[config.mk]
export PLATFORM = sky130hd
export DESIGN_NAME = adder_arbiter_flat
export DESIGN_NICKNAME = d
export VERILOG_FILES = /design/src/rtl/adder_arbiter_if.sv /design/src/rtl/adder_arbiter.sv /design/src/flat_wrapper.sv
export SDC_FILE = /design/constraint.sdc
export NUM_CORES = 1
export LEC_CHECK = 0
export CAP_MARGIN = 10
export CORE_ASPECT_RATIO = 0.8
export CORE_UTILIZATION = 35
export CTS_CLUSTER_SIZE = 8
export DETAILED_ROUTE_END_ITERATION = 6
export GPL_TIMING_DRIVEN = 0
export HOLD_SLACK_MARGIN = 0.03
export PLACE_DENSITY_LB_ADDON = 0.1
export SLEW_MARGIN = 20
export SYNTH_ARGS = -nofsm -noshare
export SYNTH_HDL_FRONTEND = slang
export SYNTH_SLANG_ARGS = --single-unit
[constraint.sdc]
create_clock -name clock -period 6.03 [get_ports clock]
set_input_delay 0.9045 -clock clock [delete_from_list [all_inputs] [get_ports clock]]
set_output_delay 0.9045 -clock clock [all_outputs]
set_load 0.01 [all_outputs]
[src/rtl/adder_arbiter_if.sv]
// Request/response bundle between two requesters, the result consumer and adder_arbiter.
// slave = arbiter side, master = requester/consumer side.
interface adder_arbiter_if;
  logic [1:0]  req_valid;
  logic [1:0]  req_ready;
  logic [31:0] req_a0;
  logic [31:0] req_b0;
  logic [31:0] req_a1;
  logic [31:0] req_b1;
  logic [1:0]  req_sub;
  logic        rsp_valid;
  logic        rsp_ready;
  logic        rsp_id;
  logic [31:0] rsp_sum;
  logic        rsp_carry;
  logic        rsp_ovf;

  modport slave (
    input  req_valid, req_a0, req_b0, req_a1, req_b1, req_sub, rsp_ready,
    output req_ready, rsp_valid, rsp_id, rsp_sum, rsp_carry, rsp_ovf
  );

  modport master (
    output req_valid, req_a0, req_b0, req_a1, req_b1, req_sub, rsp_ready,
    input  req_ready, rsp_valid, rsp_id, rsp_sum, rsp_carry, rsp_ovf
  );
endinterface

[src/rtl/adder_arbiter.sv]
// Two-port round-robin arbiter and two-stage sequencer in front of the shared 32-bit adder.
// Define ADDER_ARB_FIXED_PRIO_EN for fixed priority (port 0 wins ties, no last-winner register).

// 32-bit carry-select adder: low half ripples, high half is precomputed for both carries.
module adder (
  input  logic [31:0] a_i,
  input  logic [31:0] b_i,
  input  logic        carry_in_i,
  output logic [31:0] sum_o,
  output logic        carry_out_o,
  output logic        carry_30_o
);
  logic [16:0] lo_sum;
  logic [15:0] hi_sum0;
  logic [15:0] hi_sum1;
  logic [14:0] hi_bits;
  logic        c30;

  assign lo_sum  = {1'b0, a_i[15:0]} + {1'b0, b_i[15:0]} + {16'd0, carry_in_i};
  // Bits 30:16 only, so the carry into the MSB is visible for the overflow flag.
  assign hi_sum0 = {1'b0, a_i[30:16]} + {1'b0, b_i[30:16]};
  assign hi_sum1 = {1'b0, a_i[30:16]} + {1'b0, b_i[30:16]} + 16'd1;

  assign c30     = lo_sum[16] ? hi_sum1[15]   : hi_sum0[15];
  assign hi_bits = lo_sum[16] ? hi_sum1[14:0] : hi_sum0[14:0];

  assign sum_o       = {a_i[31] ^ b_i[31] ^ c30, hi_bits, lo_sum[15:0]};
  assign carry_out_o = (a_i[31] & b_i[31]) | (a_i[31] & c30) | (b_i[31] & c30);
  assign carry_30_o  = c30;
endmodule

module adder_arbiter (
  input  logic            clock,
  input  logic            reset_n,
  adder_arbiter_if.slave  bus
);
  // Stage A: accepted operands, frozen until they move into R.
  logic        a_v_q, a_v_d;
  logic [31:0] a_a_q, a_b_q;
  logic        a_sub_q, a_id_q;

  // Stage R: registered result driving rsp_* directly.
  logic        r_v_q, r_v_d;
  logic [31:0] r_sum_q;
  logic        r_carry_q, r_ovf_q, r_id_q;

  logic        r_can, a_can, r_load;
  logic [1:0]  grant;
  logic [1:0]  ready;
  logic        xfer;
  logic        win_id;
  logic [31:0] win_a, win_b;
  logic        win_sub;

  logic [31:0] add_b, add_sum;
  logic        add_cout, add_c30;

  assign r_can  = !r_v_q | bus.rsp_ready;
  assign a_can  = !a_v_q | r_can;
  assign r_load = a_v_q & r_can;

`ifdef ADDER_ARB_FIXED_PRIO_EN
  always_comb begin
    if (bus.req_valid[0])      grant = 2'b01;
    else if (bus.req_valid[1]) grant = 2'b10;
    else                       grant = 2'b00;
  end
`else
  logic last_q, last_d;

  always_comb begin
    unique case (bus.req_valid)
      2'b01:   grant = 2'b01;
      2'b10:   grant = 2'b10;
      2'b11:   grant = last_q ? 2'b01 : 2'b10;
      default: grant = 2'b00;
    endcase
  end

  // The tie-break pointer only moves when a request is actually taken.
  assign last_d = xfer ? win_id : last_q;

  always_ff @(posedge clock or negedge reset_n) begin
    if (!reset_n) last_q <= 1'b1;
    else          last_q <= last_d;
  end
`endif

  // Nothing is offered while reset is asserted, even though the stages read empty.
  assign ready         = grant & {2{a_can & reset_n}};
  assign bus.req_ready = ready;
  assign xfer          = |(bus.req_valid & ready);

  assign win_id  = ready[1];
  assign win_a   = win_id ? bus.req_a1 : bus.req_a0;
  assign win_b   = win_id ? bus.req_b1 : bus.req_b0;
  assign win_sub = bus.req_sub[win_id];

  always_comb begin
    // NOTE: every combinationally assigned variable gets a value on every path,
    // here by defaulting first, so no latch is inferred.
    a_v_d = a_v_q;
    if (xfer)       a_v_d = 1'b1;
    else if (r_can) a_v_d = 1'b0;
  end

  assign r_v_d = r_can ? a_v_q : r_v_q;

  always_ff @(posedge clock or negedge reset_n) begin
    // NOTE: state registers use non-blocking assignments so every flop samples
    // pre-edge values regardless of statement order.
    if (!reset_n) begin
      a_v_q <= 1'b0;
      r_v_q <= 1'b0;
    end else begin
      a_v_q <= a_v_d;
      r_v_q <= r_v_d;
    end
  end

  // NOTE: operand registers carry no reset; they are only observed while a_v_q is set,
  // which keeps the reset tree off the wide datapath.
  always_ff @(posedge clock) begin
    if (xfer) begin
      a_a_q   <= win_a;
      a_b_q   <= win_b;
      a_sub_q <= win_sub;
      a_id_q  <= win_id;
    end
  end

  assign add_b = a_sub_q ? ~a_b_q : a_b_q;

  adder u_adder (
    .a_i         (a_a_q),
    .b_i         (add_b),
    .carry_in_i  (a_sub_q),
    .sum_o       (add_sum),
    .carry_out_o (add_cout),
    .carry_30_o  (add_c30)
  );

  // Result registers are reset because they are visible on rsp_* at all times.
  always_ff @(posedge clock or negedge reset_n) begin
    if (!reset_n) begin
      r_sum_q   <= 32'd0;
      r_carry_q <= 1'b0;
      r_ovf_q   <= 1'b0;
      r_id_q    <= 1'b0;
    end else if (r_load) begin
      r_sum_q   <= add_sum;
      r_carry_q <= add_cout;
      r_ovf_q   <= add_cout ^ add_c30;
      r_id_q    <= a_id_q;
    end
  end

  assign bus.rsp_valid = r_v_q;
  assign bus.rsp_id    = r_id_q;
  assign bus.rsp_sum   = r_sum_q;
  assign bus.rsp_carry = r_carry_q;
  assign bus.rsp_ovf   = r_ovf_q;
endmodule

[src/flat_wrapper.sv]
// flat-port wrapper written by rule: the top's interface ports become plain ports
module adder_arbiter_flat 
  (clock, reset_n, bus_req_valid, bus_req_a0, bus_req_b0, bus_req_a1, bus_req_b1, bus_req_sub, bus_rsp_ready, bus_req_ready, bus_rsp_valid, bus_rsp_id, bus_rsp_sum, bus_rsp_carry, bus_rsp_ovf);
  adder_arbiter_if bus_i ();
  input  logic clock;
  input  logic reset_n;
  input wire logic [$bits(bus_i.req_valid)-1:0] bus_req_valid;
  input wire logic [$bits(bus_i.req_a0)-1:0] bus_req_a0;
  input wire logic [$bits(bus_i.req_b0)-1:0] bus_req_b0;
  input wire logic [$bits(bus_i.req_a1)-1:0] bus_req_a1;
  input wire logic [$bits(bus_i.req_b1)-1:0] bus_req_b1;
  input wire logic [$bits(bus_i.req_sub)-1:0] bus_req_sub;
  input wire logic [$bits(bus_i.rsp_ready)-1:0] bus_rsp_ready;
  output wire logic [$bits(bus_i.req_ready)-1:0] bus_req_ready;
  output wire logic [$bits(bus_i.rsp_valid)-1:0] bus_rsp_valid;
  output wire logic [$bits(bus_i.rsp_id)-1:0] bus_rsp_id;
  output wire logic [$bits(bus_i.rsp_sum)-1:0] bus_rsp_sum;
  output wire logic [$bits(bus_i.rsp_carry)-1:0] bus_rsp_carry;
  output wire logic [$bits(bus_i.rsp_ovf)-1:0] bus_rsp_ovf;
  assign bus_i.req_valid = bus_req_valid;
  assign bus_i.req_a0 = bus_req_a0;
  assign bus_i.req_b0 = bus_req_b0;
  assign bus_i.req_a1 = bus_req_a1;
  assign bus_i.req_b1 = bus_req_b1;
  assign bus_i.req_sub = bus_req_sub;
  assign bus_i.rsp_ready = bus_rsp_ready;
  assign bus_req_ready = bus_i.req_ready;
  assign bus_rsp_valid = bus_i.rsp_valid;
  assign bus_rsp_id = bus_i.rsp_id;
  assign bus_rsp_sum = bus_i.rsp_sum;
  assign bus_rsp_carry = bus_i.rsp_carry;
  assign bus_rsp_ovf = bus_i.rsp_ovf;
  adder_arbiter u_core (.clock(clock), .reset_n(reset_n), .bus(bus_i));
endmodule
==> results.py, run 1 <==
metrics = {
    "sta": {
        "fin_worst_skew_ns": 0.005639,
        "slew_viol_final": 0,
        "setup_viol": 0,
        "tns_ns": 0,
        "grt_setup_unrepaired": "no",
        "relSlewSlack_pct": 40.40,
        "final_period_minus_worst_setup_slack_ns": 5.106,
        "layout_worst_path_cycle_share_pct": 84.68,
        "hold-worst-slack_ns": 0.4396,
        "finalHoldViolCount": 0,
        "max_freq_ghz": 0.1958,
        "worst-slew-pin-transition_ns": 0.8941,
    },
    "floorplanning": {
        "placeableCoreArea_um2": 17430,
        "effective_utilization_at_floorplan_pct": 35.95,
        "rows": 43,
        "num_io_pins": 173,
        "floorplan.die.width_um": 151.6,
        "design.die.area_um2": 18450,
        "dieHeight_um": 121.7,
    },
    "pwr": {
        "power_report.internal_total_mw": 1.797,
        "p_switching_uw": 937.4,
        "share_comb_of_total_power_pct": 42.4,
        "switching_portion_of_total_power_pct": 34.29,
        "cellPowerDensity_nw_per_um2": 318.4,
        "p_clk_share_pct": 20.2,
        "power.sequential.fraction_pct": 37.3,
        "worst_ir_drop_vdd_v": 0.0001550,
        "power.leakage_nw": 3.606,
    },
    "yosys": {
        "dominantRegCellSynth": "sky130_fd_sc_hd__edfxtp_1",
        "syn_area_um2": 6267,
        "synth_adder_area_share_pct": 7.546,
        "synth.yosys.seq_area_share_pct": 46.82,
        "post_synth_main_area_contributors": "sky130_fd_sc_hd__edfxtp_1, sky130_fd_sc_hd__nand2_1, sky130_fd_sc_hd__dfrtp_1",
        "synthDistinctLibCells": 63,
        "synth_fp_nets": 831,
        "synth_simple_gate_area_share_pct": 21.04,
        "synthXorXnorAreaFrac_pct": 10.58,
        "synth_top_area_cell": "sky130_fd_sc_hd__edfxtp_1",
        "synth.area.mux_share_pct": 1.717,
        "count_of_flip_flops_with_a_built_in_enable_after_synthesis": 66,
        "yosys-top-cells-count": "sky130_fd_sc_hd__nand2_1, sky130_fd_sc_hd__edfxtp_1, sky130_fd_sc_hd__xor2_1",
        "main_combinational_cell_family_by_area_after_synthesis": "simple AND/OR/NAND/NOR gates",
        "synth_cells": 660,
        "post-synth-top-count-cell": "sky130_fd_sc_hd__nand2_1",
        "postSynthAreaPerCell_um2": 9.496,
        "synthDominantCellAreaShare_pct": 31.62,
        "ys_seq_elements": 104,
        "share_of_flip_flops_with_an_asynchronous_set_or_reset_pct": 36.54,
        "ys.warnings.count": 0,
        "synth-compound-area-share_pct": 10.14,
    },
    "critical_path": {
        "timing.critical_path.required_ns": 6.32,
        "crit_start": "u_core.a_sub_q$_DFFE_PP_",
        "r2r-end": "u_core.bus.rsp_ovf$_DFFE_PN0P_",
        "cp.buffers_inverters": 2,
        "reg2reg_setup_slack_ns": 0.92,
        "timing.reg2reg.worst_path_depth": 17,
        "arrival_ns": 5.39,
        "max_stage_delay_ns": 0.69,
        "critPathMaxFanout": 10,
        "path_class": "register to register",
        "path_cells": "clkbuf_1, buf_1, xor2_1, ha_1, fa_1, a211oi_2, nor2_2, xor2_2, nand4bb_4, nor4b_4, nand4_2, o31a_1, mux2i_1, fa_1, nand2_1, o41ai_1, a31o_1",
        "beginning_of_the_worst_register_to_register_path": "u_core.a_sub_q$_DFFE_PP_",
        "crit_path_top_delay_cell": "sky130_fd_sc_hd__buf_1",
        "critical_path.most_common_cell": "sky130_fd_sc_hd__fa_1",
        "critical_path.top_delay_family": "compound AO/OA/AOI/OAI gates",
        "worstSetupEndpointType": "register",
        "worst_setup_path_start_kind": "register",
    },
    "global_route": {
        "grt.total_usage_pct": 18.44,
        "grt_start_max_net_pins": 36,
        "antenna_found_initial": 0,
        "globalRouteOverflowTotal": 0,
        "first_pass_grt_wire_length_um": 25250,
        "via_count_of_the_first_global_routing_pass": 4985,
    },
    "worst_hold_path": {
        "worst_hold_class": "input port to async pin",
    },
    "run": {
        "max_cap_violations": 0,
    },
    "clock_tree": {
        "numCtsBuffers": 9,
        "clk_pin_slew_ns": 0.07,
        "htree_num_levels": 3,
        "number_of_buffers_inserted_for_hold_repair_after_clock_tree_synthesis": 0,
        "tritoncts": "built",
        "clock_tree.root_cell": "sky130_fd_sc_hd__clkbuf_16",
        "number_of_gates_resized_after_cts": 0,
        "insertion_delay_ns": 0.35,
        "post_cts.repair.setup_buffers": 0,
        "clock_path_buffers": 2,
        "cts_sinks": 104,
    },
    "placed_design": {
        "gp_congestion": 0.8892,
        "dp.cells": 1059,
        "place_hpwl_um": 12550,
        "numPortBuffers": 172,
    },
    "cells_and_area": {
        "antenna-diode-count": 0,
        "area_growth_pct": 37.03,
        "layout_nets": 1016,
        "final-instance-count-excl-fill": 1075,
        "proportion_of_layout_cells_with_a_drive_suffix_above_1_pct": 5.294,
    },
    "drt": {
        "route.detailed.drc": 0,
        "routed_wire_length_per_instance_um": 15.15,
        "drt_first_iter_violations": 252,
        "remaining_antenna_violation_count": 0,
        "vias": 5076,
        "drt_first_pass_iters": 4,
        "wl_um": 16280,
        "post_drt_via_cell_ratio": 4.722,
    },
    "status": {
        "outcome": "completed",
    },
}
worst max path at each step:
stage / end / depth (start not counted) / slack (ns)
after floorplan: u_core.bus.rsp_sum[31]$_DFFE_PN0P_ / 15 / 1.83
after global placement: bus_req_ready[1] / 7 / -2.28
after detailed placement: u_core.bus.rsp_ovf$_DFFE_PN0P_ / 17 / 0.87
after CTS: u_core.bus.rsp_ovf$_DFFE_PN0P_ / 17 / 0.86
after global routing: u_core.bus.rsp_ovf$_DFFE_PN0P_ / 17 / 0.57
final: u_core.bus.rsp_ovf$_DFFE_PN0P_ / 17 / 0.92
power groups by stage:
stage          Sequential [mW]  Combinational (mW)  Clock (mW)
2_1_floorplan             1.07               0.620           0
3_3_place_gp              1.04                1.14           0
3_5_place_dp              1.04                1.16           0
4_1_cts                   1.02                1.17       0.569
5_1_grt                   1.04                1.28       0.589
6_report                  1.02                1.16       0.554
metal layers:
| layer | share of wire, % | vias up | GRT usage [%] |
|---|---|---|---|
| met5 | 0 | - | 0 |
| met4 | 2.1 | 0 | 5.879 |
| met3 | 5.3 | 18 | 3.296 |
| met2 | 45 | 159 | 29.94 |
| met1 | 48 | 2286 | 24.90 |
| li1 | - | 2613 | - |
sequential cells by signal, indices dropped and copies added (netlist names):
signal                cells
u_core.a_sub_q            1
u_core.bus.rsp_id         1
u_core.a_b_q             32
u_core.last_q             1
u_core.a_id_q             1
u_core.bus.rsp_ovf        1
u_core.bus.rsp_carry      1
u_core.a_a_q             32
u_core.bus.rsp_sum       32
u_core.a_v_q              1
u_core.bus.rsp_valid      1
worst register-to-register path, delay by kind of cell, from the launching register on:
kind | cells | cell delay (ns)
AO/OA/AOI/OAI | 4 | 1.06
XOR/XNOR | 2 | 0.46
adder cells (fa/ha/maj) | 3 | 0.97
buffers and inverters | 2 | 0.99
flip-flops | 1 | 0.33
multiplexers | 1 | 0.19
AND/OR/NAND/NOR | 5 | 1.02
area by class of cell:
class	count	area (µm²)
Multi-Input combinational cell	520	3198
Clock inverter	7	55.05
Timing Repair Buffer	174	1757
Clock buffer	9	225.2
Sequential cell	104	2934
Tap cell	225	281.5
Fill cell	1631	8843
Inverter	10	40.04
Buffer	26	97.59
kinds of logic after synthesis:
family                   count (synthesis)
multiplexers                            10
AO/OA/AOI/OAI                           97
flip-flops                             104
adder cells (fa/ha/maj)                 36
AND/OR/NAND/NOR                        306
XOR/XNOR                                71
buffers and inverters                   36
through the flow:
| stage | instance area (µm²) | util, % | setup slack (ns) | power [mW] |
|---|---|---|---|---|
| after global routing | 8588 | 49.27 | 0.5702 | 2.907 |
| final | 8588 | 49.27 | 0.9239 | 2.734 |
| after detailed placement | 8308 | 47.66 | 0.8731 | 2.204 |
| after floorplan | 6267 | - | 1.832 | 1.689 |
| after CTS | 8588 | 49.27 | 0.8627 | 2.764 |
| after global placement | 8270 | 47.44 | -2.281 | 2.175 |
cell usage in the layout (no fill, tap or decap), types with 15 or more instances in the layout:
cell / count
sky130_fd_sc_hd__nand2_1: 248
sky130_fd_sc_hd__o21ai_0: 34
sky130_fd_sc_hd__clkdlybuf4s50_1: 171
sky130_fd_sc_hd__xor2_1: 44
sky130_fd_sc_hd__nor2_1: 18
sky130_fd_sc_hd__dfrtp_1: 37
sky130_fd_sc_hd__clkbuf_1: 22
sky130_fd_sc_hd__edfxtp_1: 66
sky130_fd_sc_hd__a21oi_1: 15
sky130_fd_sc_hd__xnor2_1: 23
sky130_fd_sc_hd__ha_1: 33
Note: power is estimated with default switching activity, not from simulation.
==> inputs of run 2 (changes only) <==
==> constraint.sdc (replaced) <==
create_clock -name clock -period 5.3 [get_ports clock]
set_input_delay 0.795 -clock clock [delete_from_list [all_inputs] [get_ports clock]]
set_output_delay 0.795 -clock clock [all_outputs]
set_load 0.01 [all_outputs]
==> results.py, run 2 (same netlist as run 1, synthesis figures left out) <==
metrics = {
    "floorplanning": {
        "rows": 43,
        "dieHeight_um": 121.7,
        "effective_utilization_at_floorplan_pct": 35.95,
        "design.die.area_um2": 18450,
        "num_io_pins": 173,
        "placeableCoreArea_um2": 17430,
        "floorplan.die.width_um": 151.6,
    },
    "cells_and_area": {
        "layout.cells.most_common_list": "sky130_fd_sc_hd__nand2_1, sky130_fd_sc_hd__clkdlybuf4s50_1, sky130_fd_sc_hd__edfxtp_1",
        "antenna-diode-count": 0,
        "layout_nets": 1016,
        "area_growth_pct": 37.05,
        "layout.cells.most_common": "sky130_fd_sc_hd__nand2_1",
        "fillerInstances": 1631,
        "final_design_area_no_fill_um2": 8589,
        "proportion_of_layout_cells_with_a_drive_suffix_above_1_pct": 5.412,
    },
    "placed_design": {
        "gp_congestion": 0.8892,
        "post_place_instance_area_um2": 8308,
        "place_hpwl_um": 12550,
        "numPortBuffers": 172,
        "placement.setup.worst_slack_ns": 0.1431,
    },
    "critical_path": {
        "path_depth": 17,
        "beginning_of_the_worst_register_to_register_path": "u_core.a_sub_q$_DFFE_PP_",
        "max_stage_delay_ns": 0.45,
        "crit_path_top_delay_cell": "sky130_fd_sc_hd__nor4b_4",
        "worstSetupEndpointType": "register",
        "critPathMaxFanout": 10,
        "worst_setup_path_start_kind": "register",
        "arrival_ns": 5.08,
        "r2r-end": "u_core.bus.rsp_ovf$_DFFE_PN0P_",
        "path_class": "register to register",
        "critical_path.most_common_cell": "sky130_fd_sc_hd__fa_1",
        "reg2reg_setup_slack_ns": 0.51,
        "cp.buffers_inverters": 2,
        "timing.critical_path.required_ns": 5.59,
        "path_cells": "clkbuf_1, clkbuf_2, xor2_1, ha_1, fa_1, a211oi_2, nor2_2, xor2_2, nand4bb_4, nor4b_4, nand4_2, o31a_1, mux2i_1, fa_1, nand2_1, o41ai_1, a31o_1",
        "critical_path.top_delay_family": "compound AO/OA/AOI/OAI gates",
        "timing.reg2reg.worst_path_depth": 17,
    },
    "clock_tree": {
        "number_of_buffers_inserted_for_hold_repair_after_clock_tree_synthesis": 0,
        "cts_sinks": 104,
        "numCtsBuffers": 9,
        "tritoncts": "built",
        "clk_pin_slew_ns": 0.07,
        "insertion_delay_ns": 0.35,
        "post_cts.repair.setup_buffers": 0,
        "clock_tree.root_cell": "sky130_fd_sc_hd__clkbuf_16",
        "clock_path_buffers": 2,
        "htree_num_levels": 3,
    },
    "sta": {
        "grt_setup_unrepaired": "no",
        "fin_worst_skew_ns": 0.005639,
        "slew_viol_final": 0,
        "layout_worst_path_cycle_share_pct": 90.36,
        "tns_ns": 0,
        "worst-slew-pin-transition_ns": 0.8941,
        "finalHoldViolCount": 0,
        "setup_ws_ns": 0.5111,
        "max_freq_ghz": 0.2088,
        "setup_viol": 0,
        "hold-worst-slack_ns": 0.3301,
        "final_period_minus_worst_setup_slack_ns": 4.789,
        "relSlewSlack_pct": 40.40,
    },
    "global_route": {
        "grt.total_usage_pct": 18.44,
        "grt_start_max_net_pins": 36,
        "antenna_found_initial": 0,
        "globalRouteOverflowTotal": 0,
        "first_pass_grt_wire_length_um": 25250,
        "via_count_of_the_first_global_routing_pass": 4985,
    },
    "drt": {
        "wl_um": 16280,
        "vias": 5076,
        "drt_first_iter_violations": 252,
        "routed_wire_length_per_instance_um": 15.15,
        "drt_first_pass_iters": 4,
        "post_drt_via_cell_ratio": 4.722,
        "route.detailed.drc": 0,
        "remaining_antenna_violation_count": 0,
    },
    "pwr": {
        "total_power_mw": 3.111,
        "cellPowerDensity_nw_per_um2": 362.2,
        "worst_ir_drop_vdd_v": 0.0001763,
        "power.leakage_nw": 3.609,
    },
    "run": {
        "max_cap_violations": 0,
    },
    "status": {
        "outcome": "completed",
    },
    "worst_hold_path": {
        "worst_hold_class": "input port to async pin",
    },
}
[run 2: cell types whose count changed in the layout (fill, tap and decap cells not counted)]
cell,previous run,this run
sky130_fd_sc_hd__buf_1,4,3
sky130_fd_sc_hd__clkbuf_2,0,1
[run 2: layer usage]
layer | up-vias | global-route usage (%) | part of all wire [%]
met1 | 2285 | 24.90 | 48
met5 | - | 0 | 0
li1 | 2614 | - | -
met3 | 18 | 3.296 | 5.3
met2 | 159 | 29.94 | 45
met4 | 0 | 5.879 | 2.1
[run 2: worst max path at each step]
| stage | startpoint | to |
|---|---|---|
| global placement | reset_n | bus_req_ready[1] |
| finish | u_core.a_sub_q$_DFFE_PP_ | u_core.bus.rsp_ovf$_DFFE_PN0P_ |
| detailed placement | u_core.a_sub_q$_DFFE_PP_ | u_core.bus.rsp_ovf$_DFFE_PN0P_ |
| CTS | u_core.a_sub_q$_DFFE_PP_ | u_core.bus.rsp_ovf$_DFFE_PN0P_ |
| floorplan | u_core.a_sub_q$_DFFE_PP_ | u_core.bus.rsp_sum[31]$_DFFE_PN0P_ |
| global route | u_core.a_sub_q$_DFFE_PP_ | u_core.bus.rsp_ovf$_DFFE_PN0P_ |
[run 2: power by group]
group          total [mW]  internal (mW)  leakage [nW]  switching [mW]
combinational        1.32          0.663          2.38           0.657
sequential           1.16           1.06          1.09           0.102
clock               0.630          0.323         0.132           0.307
[run 2: cell type report]
cell class	count	area (µm²)	area share (%)
plain buffers	26	98.84	1.151
clock buffers	9	225.2	2.622
clock inverters	7	55.05	0.6409
inverters	10	40.04	0.4661
multi-input cells	520	3198	37.23
flip-flops and latches	104	2934	34.16
well taps	225	281.5	3.277
repair buffers	174	1757	20.45
[run 2: per-stage QoR]
| step | instances | utilization (%) |
|---|---|---|
| 3_3_place_gp | 1057 | 47.44 |
| 6_report | 1075 | 49.28 |
| 4_1_cts | 1075 | 49.27 |
| 2_1_floorplan | 660 | - |
| 3_5_place_dp | 1059 | 47.66 |
| 5_1_grt | 1075 | 49.28 |
[run 2: what timing repair did]
item                                   4_1_cts  5_1_grt
setup endpoints to repair                    0        2
endpoints found under the hold margin        0        0
gates resized for setup                      0        2
==> inputs of run 3 (changes only) <==
--- a/config.mk
+++ b/config.mk
@@ -5,9 +5,10 @@
 export SDC_FILE = /design/constraint.sdc
 export NUM_CORES = 1
 export LEC_CHECK = 0
+export ABC_CLOCK_PERIOD_IN_PS = 5300
 export CAP_MARGIN = 10
 export CORE_ASPECT_RATIO = 0.8
-export CORE_UTILIZATION = 35
+export CORE_UTILIZATION = 50
 export CTS_CLUSTER_SIZE = 8
 export DETAILED_ROUTE_END_ITERATION = 6
 export GPL_TIMING_DRIVEN = 0
@@ -16,4 +17,5 @@
 export SLEW_MARGIN = 20
 export SYNTH_ARGS = -nofsm -noshare
 export SYNTH_HDL_FRONTEND = slang
+export SYNTH_HIERARCHICAL = 1
 export SYNTH_SLANG_ARGS = --single-unit
==> results.py, run 3 <==
metrics = {
    "cells_and_area": {
        "fillerInstances": 891,
        "layout.cells.most_common": "sky130_fd_sc_hd__clkdlybuf4s50_1",
        "layout_nets": 852,
        "finish.utilization_pct": 71.02,
        "area_growth_pct": 35.59,
        "layout.cells.most_common_list": "sky130_fd_sc_hd__clkdlybuf4s50_1, sky130_fd_sc_hd__edfxtp_1, sky130_fd_sc_hd__mux2_2",
        "proportion_of_layout_cells_with_a_drive_suffix_above_1_pct": 23.91,
        "antenna-diode-count": 0,
    },
    "placed_design": {
        "place_hpwl_um": 11070,
        "numPortBuffers": 172,
        "placement.setup.worst_slack_ns": 0.5263,
        "gp_congestion": 0.8685,
    },
    "global_route": {
        "globalRouteOverflowTotal": 0,
        "grt_start_max_net_pins": 44,
        "antenna_found_initial": 0,
        "grt.total_usage_pct": 21.46,
        "via_count_of_the_first_global_routing_pass": 4711,
        "first_pass_grt_wire_length_um": 22220,
    },
    "pwr": {
        "total_power_mw": 3.190,
        "share_comb_of_total_power_pct": 40.9,
        "switching_portion_of_total_power_pct": 29.33,
        "power.leakage_nw": 3.515,
        "p_clk_share_pct": 23.5,
        "worst_ir_drop_vdd_v": 0.0001812,
        "cellPowerDensity_nw_per_um2": 360.0,
        "power_report.internal_total_mw": 2.254,
        "p_switching_uw": 935.5,
        "power.sequential.fraction_pct": 35.6,
    },
    "yosys": {
        "syn_area_um2": 6535,
        "share_of_flip_flops_with_an_asynchronous_set_or_reset_pct": 36.54,
        "ys_seq_elements": 104,
        "postSynthAreaPerCell_um2": 13.15,
        "synth_top_area_cell": "sky130_fd_sc_hd__edfxtp_1",
        "synth_cells": 497,
        "ys.warnings.count": 6,
        "count_of_flip_flops_with_a_built_in_enable_after_synthesis": 66,
        "yosys-top-cells-count": "sky130_fd_sc_hd__edfxtp_1, sky130_fd_sc_hd__mux2_2, sky130_fd_sc_hd__xor2_1",
        "synthDistinctLibCells": 67,
        "dominantRegCellSynth": "sky130_fd_sc_hd__edfxtp_1",
        "post_synth_main_area_contributors": "sky130_fd_sc_hd__edfxtp_1, sky130_fd_sc_hd__dfrtp_1, sky130_fd_sc_hd__mux2_2",
        "synth_fp_nets": 667,
        "synth.yosys.seq_area_share_pct": 44.90,
        "post-synth-top-count-cell": "sky130_fd_sc_hd__edfxtp_1",
        "synthDominantCellAreaShare_pct": 30.33,
    },
    "sta": {
        "finalHoldViolCount": 0,
        "grt_setup_unrepaired": "no",
        "fin_worst_skew_ns": 0.004140,
        "setup_ws_ns": 0.4877,
        "setup_viol": 0,
        "final_period_minus_worst_setup_slack_ns": 4.812,
        "slew_viol_final": 0,
        "relSlewSlack_pct": 60.29,
        "worst-slew-pin-transition_ns": 0.5928,
        "max_freq_ghz": 0.2078,
        "layout_worst_path_cycle_share_pct": 90.80,
    },
    "drt": {
        "wl_um": 13740,
        "remaining_antenna_violation_count": 0,
        "drt_first_iter_violations": 240,
        "route.detailed.drc": 0,
        "post_drt_via_cell_ratio": 5.233,
        "drt_first_pass_iters": 4,
        "routed_wire_length_per_instance_um": 16.03,
        "vias": 4485,
    },
    "floorplanning": {
        "placeableCoreArea_um2": 12480,
        "floorplan.die.width_um": 129.8,
        "design.die.area_um2": 13530,
        "effective_utilization_at_floorplan_pct": 52.38,
        "dieHeight_um": 104.3,
        "num_io_pins": 173,
        "rows": 36,
    },
    "clock_tree": {
        "numCtsBuffers": 9,
        "clk_pin_slew_ns": 0.07,
        "clock_tree.root_cell": "sky130_fd_sc_hd__clkbuf_16",
        "number_of_gates_resized_after_cts": 0,
        "insertion_delay_ns": 0.34,
        "tritoncts": "built",
        "post_cts.repair.setup_buffers": 0,
        "cts_sinks": 104,
        "number_of_buffers_inserted_for_hold_repair_after_clock_tree_synthesis": 0,
        "htree_num_levels": 3,
        "clock_path_buffers": 2,
    },
    "status": {
        "outcome": "completed",
    },
    "critical_path": {
        "arrival_ns": 5.04,
        "timing.critical_path.required_ns": 5.52,
        "path_class": "register to register",
        "critPathMaxFanout": 10,
        "worstSetupEndpointType": "register",
        "worst_setup_path_start_kind": "register",
    },
    "worst_hold_path": {
        "worst_hold_class": "input port to async pin",
    },
    "run": {
        "max_cap_violations": 0,
    },
}
## run 3: cell count changes after synthesis, moves of 5 or more
cell and delta:
sky130_fd_sc_hd__nor2_1 -6, sky130_fd_sc_hd__mux2_2 +56, sky130_fd_sc_hd__buf_6 +7, sky130_fd_sc_hd__nand2_1 -236, sky130_fd_sc_hd__a21o_1 +5, sky130_fd_sc_hd__clkbuf_1 -21
sky130_fd_sc_hd__mux2_4 +39, sky130_fd_sc_hd__o21ai_0 -25, sky130_fd_sc_hd__buf_2 +9, sky130_fd_sc_hd__o211ai_1 -6, sky130_fd_sc_hd__inv_1 +6, sky130_fd_sc_hd__o21ai_1 -6
sky130_fd_sc_hd__nand4_1 +5
## run 3: layout make-up
cell class                      count  area [µm²]  area share [%]
Multi-Input combinational cell    359        3406           38.44
Sequential cell                   104        2934           33.11
Timing Repair Buffer              174        1764           19.91
Clock buffer                        9       225.2           2.542
Tap cell                          171       214.0           2.415
Buffer                             18       142.6           1.610
Clock inverter                      6       115.1           1.299
Inverter                           16       60.06          0.6778
## run 3: power by group through the flow
stage,clock network (mW),logic (mW),registers [mW]
final,0.750,1.30,1.14
after global routing,0.801,1.42,1.16
after CTS,0.773,1.31,1.14
after detailed placement,0,1.30,1.16
after global placement,0,1.26,1.15
after floorplan,0,0.699,1.21
## run 3: metrics by stage
stage,hold slack [ns],cells,area (µm²),setup TNS (ns)
final,0.4142,857,8861,0
after global routing,0.4318,857,8861,0
after global placement,0.4614,840,8471,-8.974
after CTS,0.4170,857,8861,0
after floorplan,0.4555,497,6535,0
after detailed placement,0.4795,842,8521,0
## run 3: worst paths after layout
kind	startpoint	end	slack, ns	cells past startpoint
max reg2reg	u_core/a_sub_q$_DFFE_PP_	u_core/bus.rsp_ovf$_DFFE_PN0P_	0.49	20
min	reset_n	u_core/bus.rsp_sum[11]$_DFFE_PN0P_	0.41	1
max	u_core/a_sub_q$_DFFE_PP_	u_core/bus.rsp_ovf$_DFFE_PN0P_	0.49	20
min in group clock	u_core/a_id_q$_DFFE_PP_	u_core/bus.rsp_id$_DFFE_PN0P_	0.49	1
min reg2reg	u_core/a_id_q$_DFFE_PP_	u_core/bus.rsp_id$_DFFE_PN0P_	0.49	1
max in group asynchronous	reset_n	u_core/last_q$_DFFE_PN1P_	4.31	2
## run 3: critical path: stages (launching register included)
cell                        delay, ns
sky130_fd_sc_hd__edfxtp_1        0.34
sky130_fd_sc_hd__clkbuf_1        0.26
sky130_fd_sc_hd__buf_2           0.34
sky130_fd_sc_hd__xor2_1          0.17
sky130_fd_sc_hd__inv_1           0.07
sky130_fd_sc_hd__fa_1            0.41
sky130_fd_sc_hd__inv_1           0.08
sky130_fd_sc_hd__fa_1            0.23
sky130_fd_sc_hd__a211oi_1        0.10
sky130_fd_sc_hd__o21bai_1        0.14
sky130_fd_sc_hd__a21oi_1         0.14
sky130_fd_sc_hd__o31ai_2         0.38
sky130_fd_sc_hd__a221o_1         0.25
sky130_fd_sc_hd__buf_6           0.14
sky130_fd_sc_hd__nand4bb_1       0.12
sky130_fd_sc_hd__or4_4           0.54
sky130_fd_sc_hd__xor2_1          0.17
sky130_fd_sc_hd__fa_1            0.36
sky130_fd_sc_hd__inv_1           0.10
sky130_fd_sc_hd__xor2_1          0.07
sky130_fd_sc_hd__mux2_2          0.26
## run 3: metal layers
metal / part of all wire (%) / wire length (µm) / global-route usage (%) / vias up
met1: 43 / 5863 / 26.47 / 2118
li1: - / - / - / 2206
met4: 1.9 / 263 / 6.395 / 0
met5: 0 / 0 / 0 / -
met2: 49 / 6731 / 36.48 / 137
met3: 6.4 / 878 / 5.710 / 24
## run 3: cells by family after synthesis
group / synth area share (%)
AOI/OAI and AO/OA: 7.697
adders and majority gates: 7.161
buffers and inverters: 3.102
xor gates and xnor gates: 10.20
muxes: 19.64
DFF: 44.90
and+or+nand+nor: 7.295
==> RTL edit: new RTL, flow settings as in run 1 <==
The option `ADDER_ARB_FIXED_PRIO_EN` is turned on by a define.
--- a/src/rtl/adder_arbiter.sv
+++ b/src/rtl/adder_arbiter.sv
@@ -2,6 +2,8 @@
 // Define ADDER_ARB_FIXED_PRIO_EN for fixed priority (port 0 wins ties, no last-winner register).
 
 // 32-bit carry-select adder: low half ripples, high half is precomputed for both carries.
+`define ADDER_ARB_FIXED_PRIO_EN
+
 module adder (
   input  logic [31:0] a_i,
   input  logic [31:0] b_i,
Function: changed (a bounded check fails within 4 cycles, from zero or initial values and one cycle with reset_n low).
==> RTL edit against run 1 <==
- via count up 2.5%
- routed wire length up 2.7%
- worst setup slack got worse by 0.031 ns
- sequential cell count down 1
- hold slack lost 0.0037 ns
- synthesized area shrank 0.54%
- power shrank 5.0%
- design area increased by 0.44%
==> RTL edit: results (changes against run 1) <==
- The net count of the mapped netlist was 858 (+3.2%).
- The async set-or-reset flop fraction in the synthesized netlist is 35.9% (-0.62 points).
- The via count was 5204 (+2.5%).
- The met2 wire length is 7120 um (-2.6%).
- The met3 layer wire length in the routed design came to 959 um (+11%).
- The smallest hold slack is 0.436 ns (-0.00367 ns).
- The area share of buffers outside the clock network is 22.2% (+0.57 points).
- The pin slew with the least headroom to its limit is 0.805 ns (-0.0893 ns).
- The share of cell area taken by multi-input logic gates is 36.9% (-0.29 points).
- The run finished with clean final reports.
- The aggregate global-route resource usage is 18.9% (+0.49 points).
- The sum of routed wire length over all layers is 16700 um (+2.7%).
- The delay of the slowest critical-path stage is 0.62 ns (-0.07 ns).
- The inverter count of the layout excluding clock inverters is 11 (+1).
- The slowest stage of the critical path belongs to the cell clkbuf_1.
- The die outline width is 151 um (-0.27%).
- The unique cell type count in the Yosys netlist was 50 (-21%).
- Yosys attributes the largest share of cell area to edfxtp_1 (32%), nand2_1 (15%), dfrtp_1 (15%), xor2_1 (6.9%), ha_1 (6.6%).
- The mean number of vias per cell came to 4.71 (-0.17%).
- The wire length of the first global-routing pass is 26000 um (+2.8%).
- The routed metal-1 wirelength was 8250 um (+6.1%).
- The HPWL reported at the end of detailed placement came to 13400 um (+6.4%).
- In the synthesized netlist, the cells that appear most often are nand2_1 (253), edfxtp_1 (66), xor2_1 (49).
- The area after detailed placement is 0.00833 mm^2 (+0.26%).
- The multi-input combinational cell count was 545 (+4.8%).
- The clock buffer and inverter area fraction after layout is 3.44% (+0.17 points).
- The reported leakage power is 3.65 nW (+1.3%).
- The worst setup slack before clock tree synthesis is 0.941 ns (+0.0676 ns).
- The number of synthesized register bits came to 103 (-0.96%).
- The setup slack on the worst flop-to-flop path is 0.89 ns (-0.03 ns).
- The number of DRC markers in iteration 0 came to 241 (-4.4%).
[RTL edit: report_power, final]
group	total [mW]	internal [mW]	switching [mW]
registers	0.986	0.905	0.0812
logic	1.02	0.513	0.505
clock network	0.593	0.323	0.269
total	2.60	1.74	0.855
[RTL edit: how the worst min path moves through the flow]
stage	from	end	depth (start not counted)
6_report	reset_n	u_core.bus.rsp_sum[19]	1
5_1_grt	reset_n	u_core.bus.rsp_sum[19]	1
4_1_cts	reset_n	u_core.bus.rsp_sum[19]	1
3_5_place_dp	u_core.a_id_q	u_core.bus.rsp_id	2
3_3_place_gp	u_core.a_id_q	u_core.bus.rsp_id	2
2_1_floorplan	u_core.a_id_q	u_core.bus.rsp_id	2
[RTL edit: routing by layer]
layer / vias to the layer above / GRT usage, %
met5: - / 0
met3: 24 / 4.17
met4: 0 / 7.06
met1: 2310 / 26.0
met2: 157 / 29.0
li1: 2713 / -
